==> src/rtl/cpu_pkg.sv <==
// Shared datapath constants, ALU opcode encoding and flag bit positions.
// Used by the execution datapath and by the instruction controller FSM.
package cpu_pkg;

    localparam int DATA_W = 16;
    localparam int RF_AW  = 4;
    localparam int DM_AW  = 8;

    typedef enum logic [2:0] {
        ADD   = 3'b000,
        SUB   = 3'b001,
        AND   = 3'b010,
        OR    = 3'b011,
        XOR   = 3'b100,
        NOTA  = 3'b101,
        PASSA = 3'b110,
        PASSB = 3'b111
    } alu_op_e;

    // Flags are packed {N,Z,C}
    localparam int FLAG_N = 2;
    localparam int FLAG_Z = 1;
    localparam int FLAG_C = 0;

endpackage

==> src/rtl/register_file.sv <==
// Purpose: 2-read/1-write register file, all registers cleared by synchronous reset.
// Latency: reads combinational; a write becomes visible on the read ports the cycle after the edge.
// Backpressure: none, a write is accepted on every edge where we is high.
module register_file #(
    parameter int DATA_W = cpu_pkg::DATA_W,
    parameter int RF_AW  = cpu_pkg::RF_AW
) (
    input  logic              clk,
    input  logic              rst,
    input  logic              we,
    input  logic [RF_AW-1:0]  w_addr,
    input  logic [DATA_W-1:0] w_dat,
    input  logic [RF_AW-1:0]  ra_addr,
    input  logic [RF_AW-1:0]  rb_addr,
    output logic [DATA_W-1:0] ra_dat,
    output logic [DATA_W-1:0] rb_dat
);

    logic [DATA_W-1:0] regs [2**RF_AW];

    always_ff @(posedge clk) begin
        if (rst) begin
            for (int i = 0; i < 2**RF_AW; i++) begin
                regs[i] <= '0;
            end
        end else if (we) begin
            regs[w_addr] <= w_dat;
        end
    end

    // No write-through bypass: same-cycle reads see the old contents
    assign ra_dat = regs[ra_addr];
    assign rb_dat = regs[rb_addr];

endmodule

==> src/rtl/cpu_datapath.sv <==
// Purpose: execution stage with register file, ALU, data memory, flag register and write-back mux.
// Latency: RF reads and ALU combinational; Mem_q and Flags registered (1 cycle).
// Backpressure: none, controls are consumed every cycle and the controller sequences loads itself.
module cpu_datapath #(
    parameter int DATA_W = cpu_pkg::DATA_W,
    parameter int RF_AW  = cpu_pkg::RF_AW,
    parameter int DM_AW  = cpu_pkg::DM_AW
) (
    input  logic              Clock,
    input  logic              Reset,
    input  logic [DM_AW-1:0]  D_addr,
    input  logic              D_wr,
    input  logic              RF_s,
    input  logic              RF_W_en,
    input  logic [RF_AW-1:0]  RF_W_addr,
    input  logic [RF_AW-1:0]  RF_Ra_addr,
    input  logic [RF_AW-1:0]  RF_Rb_addr,
    input  logic [2:0]        ALU_s0,
    output logic [DATA_W-1:0] Ra_data,
    output logic [DATA_W-1:0] Rb_data,
    output logic [DATA_W-1:0] ALU_out,
    output logic [DATA_W-1:0] Mem_q,
    output logic [2:0]        Flags
);

    import cpu_pkg::*;

    logic [DATA_W:0]   alu_wide;
    logic              alu_c;
    logic [DATA_W-1:0] wb_dat;
    logic [DATA_W-1:0] mem [2**DM_AW];

    register_file #(
        .DATA_W (DATA_W),
        .RF_AW  (RF_AW)
    ) u_rf (
        .clk     (Clock),
        .rst     (Reset),
        .we      (RF_W_en),
        .w_addr  (RF_W_addr),
        .w_dat   (wb_dat),
        .ra_addr (RF_Ra_addr),
        .rb_addr (RF_Rb_addr),
        .ra_dat  (Ra_data),
        .rb_dat  (Rb_data)
    );

    always_comb begin
        alu_wide = '0;
        alu_c    = 1'b0;
        ALU_out  = '0;
        case (alu_op_e'(ALU_s0))
            ADD: begin
                alu_wide = {1'b0, Ra_data} + {1'b0, Rb_data};
                ALU_out  = alu_wide[DATA_W-1:0];
                alu_c    = alu_wide[DATA_W];
            end
            SUB: begin
                // Borrow shows up in the extra bit; C is its inverse (A >= B unsigned)
                alu_wide = {1'b0, Ra_data} - {1'b0, Rb_data};
                ALU_out  = alu_wide[DATA_W-1:0];
                alu_c    = ~alu_wide[DATA_W];
            end
            AND:     ALU_out = Ra_data & Rb_data;
            OR:      ALU_out = Ra_data | Rb_data;
            XOR:     ALU_out = Ra_data ^ Rb_data;
            NOTA:    ALU_out = ~Ra_data;
            PASSA:   ALU_out = Ra_data;
            PASSB:   ALU_out = Rb_data;
            default: ALU_out = '0;
        endcase
    end

    assign wb_dat = RF_s ? Mem_q : ALU_out;

    // Only ALU write-backs touch the flags; loads and idle cycles hold them
    always_ff @(posedge Clock) begin
        if (Reset) begin
            Flags <= '0;
        end else if (RF_W_en && !RF_s) begin
            Flags[FLAG_N] <= ALU_out[DATA_W-1];
            Flags[FLAG_Z] <= (ALU_out == '0);
            Flags[FLAG_C] <= alu_c;
        end
    end

    // Memory array has no reset so it can map onto RAM; reset only blocks the store
    always_ff @(posedge Clock) begin
        if (D_wr && !Reset) begin
            mem[D_addr] <= Ra_data;
        end
    end

    always_ff @(posedge Clock) begin
        if (Reset) begin
            Mem_q <= '0;
        end else begin
            Mem_q <= mem[D_addr];
        end
    end

    assert property (@(posedge Clock) !$isunknown({RF_W_en, D_wr}));

endmodule

==> config.mk <==
export PLATFORM = sky130hd
export DESIGN_NAME = cpu_datapath
export DESIGN_NICKNAME = d
export VERILOG_FILES = /design/src/rtl/cpu_pkg.sv /design/src/rtl/register_file.sv /design/src/rtl/cpu_datapath.sv
export SDC_FILE = /design/constraint.sdc
export NUM_CORES = 2
export LEC_CHECK = 0
export ABC_AREA = 1
export CAP_MARGIN = 15
export CELL_PAD_IN_SITES_DETAIL_PLACEMENT = 1
export CELL_PAD_IN_SITES_GLOBAL_PLACEMENT = 1
export CORE_AREA = 2 2 570 572
export CTS_CLUSTER_DIAMETER = 80
export DETAILED_ROUTE_END_ITERATION = 10
export DIE_AREA = 0 0 572 574
export PLACE_DENSITY_LB_ADDON = 0.1
export SKIP_CTS_REPAIR_TIMING = 1
export SLEW_MARGIN = 0
export SYNTH_ARGS = -nofsm -noshare
export SYNTH_HDL_FRONTEND = slang
export SYNTH_MEMORY_MAX_BITS = 65536
export SYNTH_SLANG_ARGS = --single-unit
==> constraint.sdc <==
create_clock -name Clock -period 14.7 [get_ports Clock]
set_clock_uncertainty 0.15 [all_clocks]
set_input_delay 1.47 -clock Clock [delete_from_list [all_inputs] [get_ports Clock]]
set_output_delay 1.47 -clock Clock [all_outputs]
set_load 0.02 [all_outputs]
-- Yosys cells after proc, flatten, opt, wreduce, memory -nomap -nowiden
Memories as Yosys holds them, arrays and structs flattened. A register that Yosys moved wholly into a read port is not among the register bits.
Cells that the tools add are included.
- add/subtract/negate cells: 2
- multiply operators: 0
- divide/modulo/power cells: 0
- magnitude comparators: 0
- equal/unequal tests: 7
- shifts and indexed selects: 0
- multiplexer cells: 13
- bitwise operators: 5
- reduce and logical (&&, ||, !) cells: 7
- operator list (cell ; number):
    $pmux 16 s8 ; 1
    $mux 16 ; 2
    $add 16x16->17 ; 1
    $sub 16x16->17 ; 1
    $and 16x16->16 ; 1
    $logic_not 16->1 ; 1
    $not 16->16 ; 1
    $or 16x16->16 ; 1
    $reduce_or 16->1 ; 1
    $xor 16x16->16 ; 1
    $eq 3x3->1 const B ; 4
    $mux 1 ; 8
    $eq 3x2->1 const B ; 2
    $mux 4 ; 1
    $eq 3x1->1 const B ; 1
    $logic_not 3->1 ; 1
    $logic_and 1x1->1 ; 2
    $logic_not 1->1 ; 2
    $pmux 1 s2 ; 1
    $not 1->1 ; 1
- bits in registers: 3
- bits in latches: 0
- RAM bits: 4352
- bits in read-only memories: 0
- input port bits: 28
- memories kept: 2
- memories (memory ; depth ; width ; read ports ; clocked after Yosys merged registers in ; wr ports ; RTL line ; text):
    mem ; 256 ; 16 ; 1 ; 1 ; 1 ; cpu_datapath.sv:31 ; logic [DATA_W-1:0] mem [2**DM_AW];
    u_rf.regs ; 16 ; 16 ; 2 ; 0 ; 16 ; register_file.sv:19 ; logic [DATA_W-1:0] regs [2**RF_AW];

-- Logic depth before layout (Yosys ltp)
- depth in word-level cells: 5
- mapped depth: 27
- mapped depth without buffers: 25

-- Hierarchy
From an unflattened synthesis, not the netlist that was laid out.
- cells, all modules: 12542
- area total of the unflattened synthesis: 172225.2 µm²
- modules (own cells, without submodules) (module ; instances ; cells each ; area an instance (µm²) ; sequential area each (µm²)):
    cpu_datapath ; 1 ; 10576 ; 157417.2 ; 123378.3
    register_file ; 1 ; 1966 ; 14808.0 ; 7687.4

-- Worst setup path after synthesis
No wires, ideal clock.
- path kind: input port to output port
- start point: input port RF_Ra_addr[1]
- end point: output port ALU_out[14]
- arrival time: 7.730 ns
- slack: 5.350 ns
- stages: 21
- path buffers: 3
- cell sequence: buf_2 buf_2 buf_2 o211ai_1 nand3_1 nand3_1 nand2_1 inv_1 fa_1 inv_1 nand3_1 nand2_1 inv_1 o21bai_1 nand2_1 nand2_1 nand2_1 nand2_1 nor2_1 nor2_1 inv_1
- cells in the longest elaborated chain, start to end: 3
- elaborated cells between the ends (all ways): 8
- those cells by class: add/sub (2); mux (1); bitwise (4); memory (1)
- ends and longest elaborated chain (element ; RTL line ; text):
    start, declared ; cpu_datapath.sv:16 ; input logic [RF_AW-1:0] RF_Ra_addr,
    $mem_v2 16x16 * ; - ;
    via Ra_data[1] ; cpu_datapath.sv:19 ; output logic [DATA_W-1:0] Ra_data,
    $sub 16x16->17 / $add 16x16->17 (equally long branches) ; cpu_datapath.sv:60, cpu_datapath.sv:54 ;
    $pmux 16 s8 * ; cpu_datapath.sv:52 ; case (alu_op_e'(ALU_s0))
    end, declared ; cpu_datapath.sv:21 ; output logic [DATA_W-1:0] ALU_out,
The timed path passes the listed nets; every way through them passes the cells marked *.

-- Worst setup path after layout
- start point: input port RF_Ra_addr[0]
- end point: output port ALU_out[15]
- cells in the longest elaborated chain, start to end: 3
- elaborated cells between the ends (all ways): 8
- those cells by class: add/sub (2); mux (1); bitwise (4); memory (1)
- ends and longest elaborated chain (element ; RTL line ; text):
    $mem_v2 16x16 * ; - ;
    $sub 16x16->17 (tied with other cells) ; cpu_datapath.sv:60 ; alu_wide = {1'b0, Ra_data} - {1'b0, Rb_data};
    $pmux 16 s8 * ; cpu_datapath.sv:52 ;
Mark *: on every way between the ends. The rest lies on a longest branch, timed or not.

==> results.ini <==
[outcome]
status = complete, no violations

[setup_path]
crit_type = in -> out
setup.worst_path.end = ALU_out[15]
reg2reg_from = u_rf.regs[11][3]$_SDFFCE_PN0P_
startpoint = RF_Ra_addr[0]
critPathMostFrequentCell = nand3_1
crit_buf_inv = 7
cp_num_cells = 19
crit_required_ns = 13.08
crit_fanout = 65
start_kind = input pin
cp-end-kind = primary output
r2r_cells = 23
critPathSlowestCell = nand2_4
ff2ff_setup_slack_ns = 9.15
critPathTopFamily = buffers and inverters
arrival_ns = 7.35
r2r_end = u_rf.regs[4][14]$_SDFFCE_PN0P_
max_stage_delay_ns = 0.76
worstPathCellList = buf_4 > buf_4 > buf_4 > o211ai_1 > nand3_1 > nand3_1 > nand2_4 > inv_1 > ha_1 > inv_1 > a21oi_1 > nand2_1 > a21oi_1 > nand3_1 > nand3_1 > nand3_1 > nor2_2 > inv_1 > clkdlybuf4s50_1

[grt]
grtUsageTotal_pct = 39.1
grt_pass1_wl_um = 922000
grt_max_degree = 181
gr-total-overflow = 0
grt_pass1_vias = 127000
antenna_found_initial = 26

[power]
fin_total_pwr_mw = 27.5
powerDensity_nw_per_um2 = 139
vdd_ir_drop_max_v = 0.000111
p_leak_nw = 66.0

[sta]
clock.fmax_ghz = 0.111
setup_viol = 0
timing.final.crit_share_pct = 61.0
rsz0062_at_grt = false
slew-limit-headroom_pct = 9.85
tns_ns = 0
final_hold_viol_count = 0
maxSlewViolCount = 0
worstMarginPinSlew_ns = 1.34
period_minus_slack_ns = 8.97

[synthesis]
syn_area_per_cell_um2 = 13.1
synthesis.instances = 13500
yosys_warnings = 0
ys.flop_type = edfxtp_1
synth_edf_count = 4352
yosysSeqAreaShare_pct = 74.2
ys_async_sr_fraction_pct = 0
synth_cell_types = 47
mappedNetlistNets = 13600
syn_area_um2 = 177000
synth_seq_cells = 4371

[cts]
cts_sinks = 4371
clock_latency_ns = 1.02
htreeDepth = 5
clk_path_buf_depth = 4
cts_buffers = 446
cts-root-buf = clkbuf_16
clk_pin_slew_ns = 0.06
cts_tree = yes

[finish]
drive_above_1_share_pct = 9.53
fillers = 31100
final_cell_mix = edfxtp_1, nand3_1, nand2_1, a22oi_1, nor2_1
area_growth_pct = 11.6
nNetsFinal = 13600
final_common_cell = edfxtp_1

[die]
rows = 209
fp.dieH_um = 574
dieArea_um2 = 328000
coreArea_um2 = 323000
die_w_um = 572
initial_core_util_pct = 54.7
io_pins = 95

[route]
drt_first_pass_iters = 6
drt_iter0_drc = 17700
avgViaCountPerCell = 6.82
antenna_left = 0
vias = 124000
drc = 0
wl_per_cell_um = 35.5
totalWireLength_um = 648000

[place]
globalplace.congestion = 0.915
portBuffers = 94
hpwl_um = 382000

[hold_path]
hold_path.class = reg -> reg

[flow_run]
cap_violations = 0

==> worst min path at each step <==
stage	startpoint	to	cells after the start
after global routing	Flags[1]$_SDFFE_PP0P_	Flags[1]$_SDFFE_PP0P_	2
after global placement	Flags[1]$_SDFFE_PP0P_	Flags[1]$_SDFFE_PP0P_	2
final	Flags[1]$_SDFFE_PP0P_	Flags[1]$_SDFFE_PP0P_	2
after detailed placement	Flags[1]$_SDFFE_PP0P_	Flags[1]$_SDFFE_PP0P_	2
after CTS	Flags[1]$_SDFFE_PP0P_	Flags[1]$_SDFFE_PP0P_	2
after floorplan	Flags[1]$_SDFFE_PP0P_	Flags[1]$_SDFFE_PP0P_	2
==> routing by layer <==
metal | track usage (%) | share of wire, % | routed length, µm | vias to the layer above
li1 | - | - | - | 50800
met1 | 52.9 | 37 | 240000 | 64100
met2 | 60.5 | 46 | 300000 | 7996
met3 | 8.42 | 11 | 73000 | 1528
met4 | 19.0 | 5.4 | 35100 | 10
met5 | 0 | 0.0093 | 60 | -
==> area by class of cell <==
type                       instances  area, µm²  area share [%]
multi-input combinational       7702      39900            20.2
sequential                      4371     131000            66.5
antenna                           13       32.5          0.0165
clock buffer                     545      11700            5.95
tap                             4325       5410            2.75
inverter                         403       1550           0.787
timing repair buffer             612       5290            2.68
clock inverter                   264       2120            1.08
==> sequential cells by signal, summed over array words and instances (netlist names) <==
register   cells
Flags          3
mem         4096
u_rf.regs    256
Mem_q         16
==> synthesized netlist by cell type (27+ instances only) <==
cell / instances / share of area [%]
inv_1: 381 / 0.81
edfxtp_1: 4352 / 74
buf_2: 421 / 1.2
a22oi_1: 1022 / 4.3
o211ai_1: 55 / 0.23
ha_1: 48 / 0.34
o31ai_1: 27 / 0.11
nor2_1: 894 / 1.9
a21oi_1: 62 / 0.18
buf_4: 34 / 0.14
or2_2: 59 / 0.21
nand4_1: 54 / 0.19
buf_1: 112 / 0.24
nor3_1: 128 / 0.36
o21ai_0: 64 / 0.18
nand3_1: 3143 / 8.9
nand2_1: 1622 / 3.4
a31oi_1: 430 / 1.5
clkbuf_1: 430 / 0.91
==> worst reg2reg max path, cell delays in order, from the launching register on <==
cell and delay, ns:
edfxtp_1 0.33, inv_1 0.06, nand2_1 0.06, o211ai_1 0.10
nand3_1 0.10, nand3_1 0.33, nand2_4 0.65, buf_4 0.66
inv_1 0.12, ha_1 0.50, nand3_1 0.13, nand2_1 0.21
inv_1 0.06, o21bai_1 0.31, nand2_1 0.15, nand2_1 0.12
nand2_1 0.05, nand2_1 0.07, nor2_1 0.05, nor2_1 0.13
buf_4 0.19, nand2_1 0.08, o21ai_2 0.47, nor2_1 0.10
==> per-stage QoR <==
| step | util (%) | instances | hold slack [ns] | setup WS (ns) | cell area [µm²] |
|---|---|---|---|---|---|
| floorplan | - | 13500 | 0.393 | 5.35 | 177000 |
| global placement | 56.7 | 17400 | 0.345 | 5.87 | 183000 |
| detailed placement | 56.7 | 17400 | 0.368 | 5.78 | 183000 |
| CTS | 61.0 | 18200 | 0.377 | 5.78 | 197000 |
| global route | 61.1 | 18200 | 0.431 | 5.38 | 197000 |
| finish | 61.1 | 18200 | 0.377 | 5.73 | 197000 |
==> logic make-up (layout without fill, tap and decap cells) <==
group           count (synthesis)  after routing  share of synthesized area, %
compound gates               1704           1704                          6.76
xor+xnor                        3              3                        0.0149
fa+ha+maj                      50             50                         0.363
buf+inv                      1408           1824                          3.40
flops                        4371           4371                          74.2
mux                             5              5                        0.0638
other cells                     0             13                             0
simple gates                 5940           5940                          15.2
==> where the power goes <==
part / internal (mW) / leakage (nW) / switching, mW / total (mW)
Combinational: 0.466 / 19.4 / 1.94 / 2.41
Sequential: 14.0 / 39.8 / 0.0252 / 14.0
Clock: 6.15 / 6.78 / 4.89 / 11.0
Total: 20.6 / 66.0 / 6.85 / 27.5
Power figures use the tool's default switching activity.
